==> src/rtl/ahb_sram_if.sv <==
// ahb_sram_if: AHB-side and SRAM-pin signals of ahb_sram_ctrl.
// HSIZE/HADDR_LO exist only when AHB_SRAM_SUBWORD_EN is defined.
interface ahb_sram_if;
  logic        HSEL;
  logic [14:0] HADDR;
  logic        HWRITE;
  logic [31:0] HWDATA;
  logic [31:0] HRDATA;
  logic        HREADY;
`ifdef AHB_SRAM_SUBWORD_EN
  logic [1:0]  HSIZE;
  logic [1:0]  HADDR_LO;
`endif
  logic [18:0] sram_addr;
  logic [15:0] sram_dq_out;
  logic [15:0] sram_dq_in;
  logic        sram_dq_oe;
  logic        sram_ce_n, sram_oe_n, sram_we_n, sram_lb_n, sram_ub_n;
  modport slave (
`ifdef AHB_SRAM_SUBWORD_EN
    input  HSIZE, HADDR_LO,
`endif
    input  HSEL, HADDR, HWRITE, HWDATA, sram_dq_in,
    output HRDATA, HREADY, sram_addr, sram_dq_out, sram_dq_oe,
    output sram_ce_n, sram_oe_n, sram_we_n, sram_lb_n, sram_ub_n
  );
  modport master (
`ifdef AHB_SRAM_SUBWORD_EN
    output HSIZE, HADDR_LO,
`endif
    output HSEL, HADDR, HWRITE, HWDATA, sram_dq_in,
    input  HRDATA, HREADY, sram_addr, sram_dq_out, sram_dq_oe,
    input  sram_ce_n, sram_oe_n, sram_we_n, sram_lb_n, sram_ub_n
  );
endinterface

==> src/rtl/ahb_sram_ctrl.sv <==
// ahb_sram_ctrl: AHB slave accessing a 16-bit async SRAM as two halves per 32-bit word.
// Defining AHB_SRAM_SUBWORD_EN adds halfword/byte transfers touching a single half.
module ahb_sram_ctrl #(
  parameter int WAIT_CYCLES = 1
) (
  input logic       HCLK,
  input logic       HRESET,
  ahb_sram_if.slave bus
);
  typedef enum logic [2:0] {IDLE, LO_SETUP, LO_STROBE, HI_SETUP, HI_STROBE, DONE} state_t;
  state_t      r_state, w_next;
  logic [2:0]  r_cnt;
  logic [14:0] r_addr;
  logic        r_write;
  logic [31:0] r_wdata, r_rdata;
  logic        w_hi, w_setup, w_strobe, w_act, w_last, w_accept;
  logic        w_skip_lo, w_skip_hi, w_single, w_lb_n, w_ub_n;
`ifdef AHB_SRAM_SUBWORD_EN
  logic [1:0]  r_size, r_lo;
  assign w_single  = ~r_size[1];
  assign w_skip_lo = ~bus.HSIZE[1] & bus.HADDR_LO[1];
  assign w_skip_hi = w_single;
  assign w_lb_n    = (r_size == 2'd0) & r_lo[0];
  assign w_ub_n    = (r_size == 2'd0) & ~r_lo[0];
  always_ff @(posedge HCLK)
    if (HRESET) {r_size, r_lo} <= '0;
    else if (w_accept) {r_size, r_lo} <= {bus.HSIZE, bus.HADDR_LO};
`else
  assign w_single  = 1'b0;
  assign w_skip_lo = 1'b0;
  assign w_skip_hi = 1'b0;
  assign w_lb_n    = 1'b0;
  assign w_ub_n    = 1'b0;
`endif
  assign w_accept = (r_state == IDLE) && bus.HSEL;
  assign w_hi     = (r_state == HI_SETUP) || (r_state == HI_STROBE);
  assign w_setup  = (r_state == LO_SETUP) || (r_state == HI_SETUP);
  assign w_strobe = (r_state == LO_STROBE) || (r_state == HI_STROBE);
  assign w_act    = w_setup | w_strobe;
  assign w_last   = r_cnt == 3'd1;
  always_comb begin
    w_next = r_state;
    case (r_state)
      IDLE:      w_next = bus.HSEL ? (w_skip_lo ? HI_SETUP : LO_SETUP) : IDLE;
      LO_SETUP:  w_next = LO_STROBE;
      LO_STROBE: w_next = w_last ? (w_skip_hi ? DONE : HI_SETUP) : LO_STROBE;
      HI_SETUP:  w_next = HI_STROBE;
      HI_STROBE: w_next = w_last ? DONE : HI_STROBE;
      default:   w_next = IDLE;
    endcase
  end
  always_ff @(posedge HCLK) begin
    if (HRESET) begin
      r_state <= IDLE;
      r_cnt   <= '0;
      r_addr  <= '0;
      r_write <= 1'b0;
      r_wdata <= '0;
      r_rdata <= '0;
    end else begin
      r_state <= w_next;
      r_cnt   <= (w_next == LO_SETUP || w_next == HI_SETUP) ? 3'(WAIT_CYCLES) :
                 w_strobe ? r_cnt - 3'd1 : r_cnt;
      if (w_accept) begin
        r_addr  <= bus.HADDR;
        r_write <= bus.HWRITE;
        r_wdata <= bus.HWDATA;
      end
      // sub-word reads clear the half they do not touch
      if (w_strobe && w_last && !r_write)
        r_rdata <= w_hi ? {bus.sram_dq_in, w_single ? 16'h0 : r_rdata[15:0]}
                        : {w_single ? 16'h0 : r_rdata[31:16], bus.sram_dq_in};
    end
  end
  assign bus.HRDATA      = r_rdata;
  assign bus.HREADY      = (r_state == DONE) || ((r_state == IDLE) && !bus.HSEL);
  assign bus.sram_addr   = {3'b000, r_addr, w_hi};
  assign bus.sram_dq_out = w_hi ? r_wdata[31:16] : r_wdata[15:0];
  assign bus.sram_dq_oe  = w_strobe & r_write;
  assign bus.sram_ce_n   = ~w_act;
  assign bus.sram_oe_n   = ~(w_strobe & ~r_write);
  assign bus.sram_we_n   = ~(w_strobe & r_write);
  assign bus.sram_lb_n   = ~w_act | w_lb_n;
  assign bus.sram_ub_n   = ~w_act | w_ub_n;
endmodule

==> src/flat_wrapper.sv <==
// flat-port wrapper written by rule: the top's interface ports become plain ports
module ahb_sram_ctrl_flat 
#(
  parameter int WAIT_CYCLES = 1
)
  (HCLK, HRESET, bus_HSEL, bus_HADDR, bus_HWRITE, bus_HWDATA, bus_sram_dq_in, bus_HRDATA, bus_HREADY, bus_sram_addr, bus_sram_dq_out, bus_sram_dq_oe, bus_sram_ce_n, bus_sram_oe_n, bus_sram_we_n, bus_sram_lb_n, bus_sram_ub_n);
  ahb_sram_if bus_i ();
  input logic HCLK;
  input logic HRESET;
  input wire logic [$bits(bus_i.HSEL)-1:0] bus_HSEL;
  input wire logic [$bits(bus_i.HADDR)-1:0] bus_HADDR;
  input wire logic [$bits(bus_i.HWRITE)-1:0] bus_HWRITE;
  input wire logic [$bits(bus_i.HWDATA)-1:0] bus_HWDATA;
  input wire logic [$bits(bus_i.sram_dq_in)-1:0] bus_sram_dq_in;
  output wire logic [$bits(bus_i.HRDATA)-1:0] bus_HRDATA;
  output wire logic [$bits(bus_i.HREADY)-1:0] bus_HREADY;
  output wire logic [$bits(bus_i.sram_addr)-1:0] bus_sram_addr;
  output wire logic [$bits(bus_i.sram_dq_out)-1:0] bus_sram_dq_out;
  output wire logic [$bits(bus_i.sram_dq_oe)-1:0] bus_sram_dq_oe;
  output wire logic [$bits(bus_i.sram_ce_n)-1:0] bus_sram_ce_n;
  output wire logic [$bits(bus_i.sram_oe_n)-1:0] bus_sram_oe_n;
  output wire logic [$bits(bus_i.sram_we_n)-1:0] bus_sram_we_n;
  output wire logic [$bits(bus_i.sram_lb_n)-1:0] bus_sram_lb_n;
  output wire logic [$bits(bus_i.sram_ub_n)-1:0] bus_sram_ub_n;
  assign bus_i.HSEL = bus_HSEL;
  assign bus_i.HADDR = bus_HADDR;
  assign bus_i.HWRITE = bus_HWRITE;
  assign bus_i.HWDATA = bus_HWDATA;
  assign bus_i.sram_dq_in = bus_sram_dq_in;
  assign bus_HRDATA = bus_i.HRDATA;
  assign bus_HREADY = bus_i.HREADY;
  assign bus_sram_addr = bus_i.sram_addr;
  assign bus_sram_dq_out = bus_i.sram_dq_out;
  assign bus_sram_dq_oe = bus_i.sram_dq_oe;
  assign bus_sram_ce_n = bus_i.sram_ce_n;
  assign bus_sram_oe_n = bus_i.sram_oe_n;
  assign bus_sram_we_n = bus_i.sram_we_n;
  assign bus_sram_lb_n = bus_i.sram_lb_n;
  assign bus_sram_ub_n = bus_i.sram_ub_n;
  ahb_sram_ctrl #(.WAIT_CYCLES(WAIT_CYCLES)) u_core (.HCLK(HCLK), .HRESET(HRESET), .bus(bus_i));
endmodule
==> config.mk <==
export PLATFORM = sky130hd
export DESIGN_NAME = ahb_sram_ctrl_flat
export DESIGN_NICKNAME = d
export VERILOG_FILES = /design/src/rtl/ahb_sram_if.sv /design/src/rtl/ahb_sram_ctrl.sv /design/src/flat_wrapper.sv
export SDC_FILE = /design/constraint.sdc
export NUM_CORES = 1
export LEC_CHECK = 0
export CAP_MARGIN = 40
export CORE_MARGIN = 3
export CORE_UTILIZATION = 47
export DETAILED_ROUTE_END_ITERATION = 10
export MAX_ROUTING_LAYER = met4
export PLACE_DENSITY = 0.93
export SKIP_LAST_GASP = 1
export SLEW_MARGIN = 20
export SYNTH_ARGS = -nofsm -noshare
export SYNTH_HDL_FRONTEND = slang
export SYNTH_SLANG_ARGS = --single-unit
export TNS_END_PERCENT = 1
==> constraint.sdc <==
create_clock -name HCLK -period 4.05 [get_ports HCLK]
set_input_delay 1.215 -clock HCLK [delete_from_list [all_inputs] [get_ports HCLK]]
set_output_delay 1.215 -clock HCLK [all_outputs]
set_load 0.05 [all_outputs]
==> impl_metrics.tcl <==
set metrics [dict create \
    yosys.area.top_type_share 0.480 \
    synth_top_family_by_area "simple AND/OR/NAND/NOR gates" \
    power_frac_seq 0.433 \
    dp_hpwl_microns 7170 \
    muxShareOfSynthArea 0.0586 \
    synthSimpleGateAreaFrac 0.200 \
    cts_sinks 86 \
    synth_edf_count 0 \
    drv_cap 0 \
    cpPeakStageDelay_ns 0.70 \
    hold_buffers 0 \
    ys_types 37 \
    critPathArrivalTime_ns 2.54 \
    netlist_top_cells_count "nand2_1, dfxtp_1, a21oi_1, o21ai_0, nand3_1" \
    syn_area_sq_mm 0.00359 \
    core-area_sq_mm 0.00733 \
    wl_microns 9990 \
    clock_skew_ns 0.0156 \
    fp.dieH_microns 93.4 \
    cp_slowest_cell "or3b_1" \
    worst-r2r-cell-count 3 \
    worst_pin_slew_ns 0.742 \
    routedWlPerCell_microns 15.3 \
    instances_no_fill 653 \
    fin_crit_ns 3.75 \
    clk_pin_slew_ns 0.09 \
    grt_pass1_wl_microns 15800 \
    synth-compound-area-share 0.180 \
    path_delay_family "simple AND/OR/NAND/NOR gates" \
    drive_gt1_frac 0.119 \
    worstHoldEndpoint "u_core.r_wdata[0]" \
    synth_warnings 0 \
    critPathKind "reg -> out" \
    syn_to_final_growth_pct 45.3 \
    gp_congestion 0.818 \
    combPwrFrac 0.283 \
    cp_cell_sequence "or3b_1 -> o21ai_4 -> mux2_2 -> buf_4" \
    reg2reg_from "u_core.r_state[1]" \
    synth-seq-cells 86 \
    timing.rr.end "u_core.r_state[2]" \
    seq_area_frac_synth 0.480 \
    nFillCells 558 \
    hold_viol_final 0 \
    hold_class "reg -> reg" \
    drt_iter0_markers 146 \
    p_per_area_mw_per_mm2 415 \
    max-slew-margin-rel 0.503 \
    die_x_microns 93.4 \
    final-setup-viol-count 0 \
    netSwitchingFraction 0.328 \
    via_count 3456 \
    cts_setup_buffers 0 \
    port_buffers 137 \
    setup-tns-final_ns 0 \
    synth_xor_area_frac 0.00732 \
    start_kind "register" \
    viasPerCell 5.29 \
    cts-root-buf "clkbuf_8" \
    cts_max_path_buffers 2 \
    cts_resized 0 \
    dp.cells 636 \
    yosys.cell_count.top_type "nand2_1" \
    outcome "complete, no violations" \
    yosys.area.top_type "dfxtp_1" \
    syn_inst 433 \
    grt_pass1_vias 3276 \
    fmax_mhz 266 \
    worstHoldStart "u_core.r_wdata[0]" \
    rsz0062_at_grt "no" \
    ys.flop_type "dfxtp_1" \
    intPower_uw 1450 \
    cp-end-kind "primary output" \
    start_util 0.490 \
    gr-usage-all-layers 0.233 \
    cts_tree "yes" \
    drc_errors 0 \
    grt_max_degree 49 \
    syn_avg_cell_area_sq_um 8.29 \
    synth_area_leaders "dfxtp_1, a21oi_1, nand2_1" \
    reg2reg_setup_slack_ns 2.09 \
    report.final.slew_viol_count 0 \
    cts_buffers 9 \
    p_clk_frac 0.284 \
    hold_depth 2 \
    crit_fanout 18 \
    antenna_found_initial 0 \
    fin_crit_sh 0.927 \
    p_leak_uw 0.00189 \
    clock_latency_ns 0.34 \
    ios 141 \
    peakVddDrop_mv 0.244 \
    dieArea_sq_mm 0.00872 \
    p_switching_uw 710 \
    htreeDepth 3 \
    antenna_left 0 \
    fin_nets 618 \
    dr.pass1.iters 5 \
    num_rows 31 \
    async_reset_ff_frac 0 \
    overflow 0 \
    path_buf_inv 1 \
    required_ns 2.83 \
    antenna_cells 0 \
    synthAdderAreaFrac 0.00697 \
]
==> stage by stage <==
stage          power, uW  worst slack (ns)  hold WS [ns]  area (sq um)   util
3_3_place_gp        1550             0.588         0.441          4990  0.681
4_1_cts             2170             0.298         0.460          5210  0.710
6_report            2160             0.297         0.459          5220  0.711
5_1_grt             2270             0.178         0.477          5220  0.711
2_1_floorplan       1350             0.790         0.433          3600      -
3_5_place_dp        1570             0.573         0.450          5000  0.682
==> power by group through the flow <==
stage	logic, uW	registers, uW	clock network (uW)
detailed placement	612	956	0
floorplan	343	1000	0
finish	613	937	614
CTS	614	936	623
global placement	594	952	0
global route	654	943	670
==> worst max-delay path by stage <==
stage	start	to	slack, ns	cells past startpoint
3_3_place_gp	bus_HSEL	bus_HREADY	0.59	5
3_5_place_dp	bus_HSEL	bus_HREADY	0.57	5
4_1_cts	u_core.r_state[1]	bus_sram_dq_out[3]	0.30	4
5_1_grt	u_core.r_state[1]	bus_sram_dq_out[2]	0.18	4
6_report	u_core.r_state[1]	bus_sram_dq_out[3]	0.30	4
2_1_floorplan	bus_HSEL	bus_HREADY	0.79	3
==> placed cells by master (no fill, tap or decap), types with 2 or more instances in the layout <==
cell type          n
clkdlybuf4s50_1  118
nand2_1           98
dfxtp_1           86
a21oi_1           82
o21ai_0           35
nand3_1           32
buf_4             18
clkbuf_8          11
buf_12             9
mux2_4             8
mux2_2             8
nor2_1             4
or3_1              4
nand2b_1           3
a211oi_1           3
nor3b_2            3
conb_1             3
inv_1              2
or3b_1             2
nor3_1             2
xnor2_1            2
nand3b_1           2
ha_1               2
clkinv_4           2
clkinv_2           2
==> area by class of cell <==
cell class,instances,area (sq um),share of cell area
multi-input cells,304,1650,0.317
clock inverters,5,57.6,0.0110
inverters,2,7.51,0.00144
flip-flops and latches,86,1720,0.330
clock buffers,11,151,0.0290
repair buffers,146,1500,0.288
well taps,99,124,0.0238
==> tightest hold or removal path, delay by kind of cell, from the launching register on <==
kind               cells  cell delay (ns)
DFF                    1             0.31
AOI/OAI and AO/OA      1             0.05
and+or+nand+nor        1             0.05
==> cell families (layout without fill, tap and decap cells) <==
family                   Yosys count  in the layout
AND/OR/NAND/NOR                  156            156
flip-flops                        86             86
XOR/XNOR                           3              3
buffers and inverters             45            164
adder cells (fa/ha/maj)            2              2
multiplexers                      16             16
other                              1              3
AO/OA/AOI/OAI                    124            124
==> metal layers <==
layer	share of wire	global-route usage
met1	0.40	0.284
met2	0.51	0.399
met5	0	-
met3	0.082	0.0402
met4	0.0093	0.0611
==> state kept, by name, summed over array words and instances, names as in the netlist <==
signal / count
u_core.r_cnt: 3
u_core.r_wdata: 32
u_core.bus.HRDATA: 32
u_core.r_state: 3
u_core.r_addr: 15
u_core.r_write: 1
(Power assumes the default switching activity.)
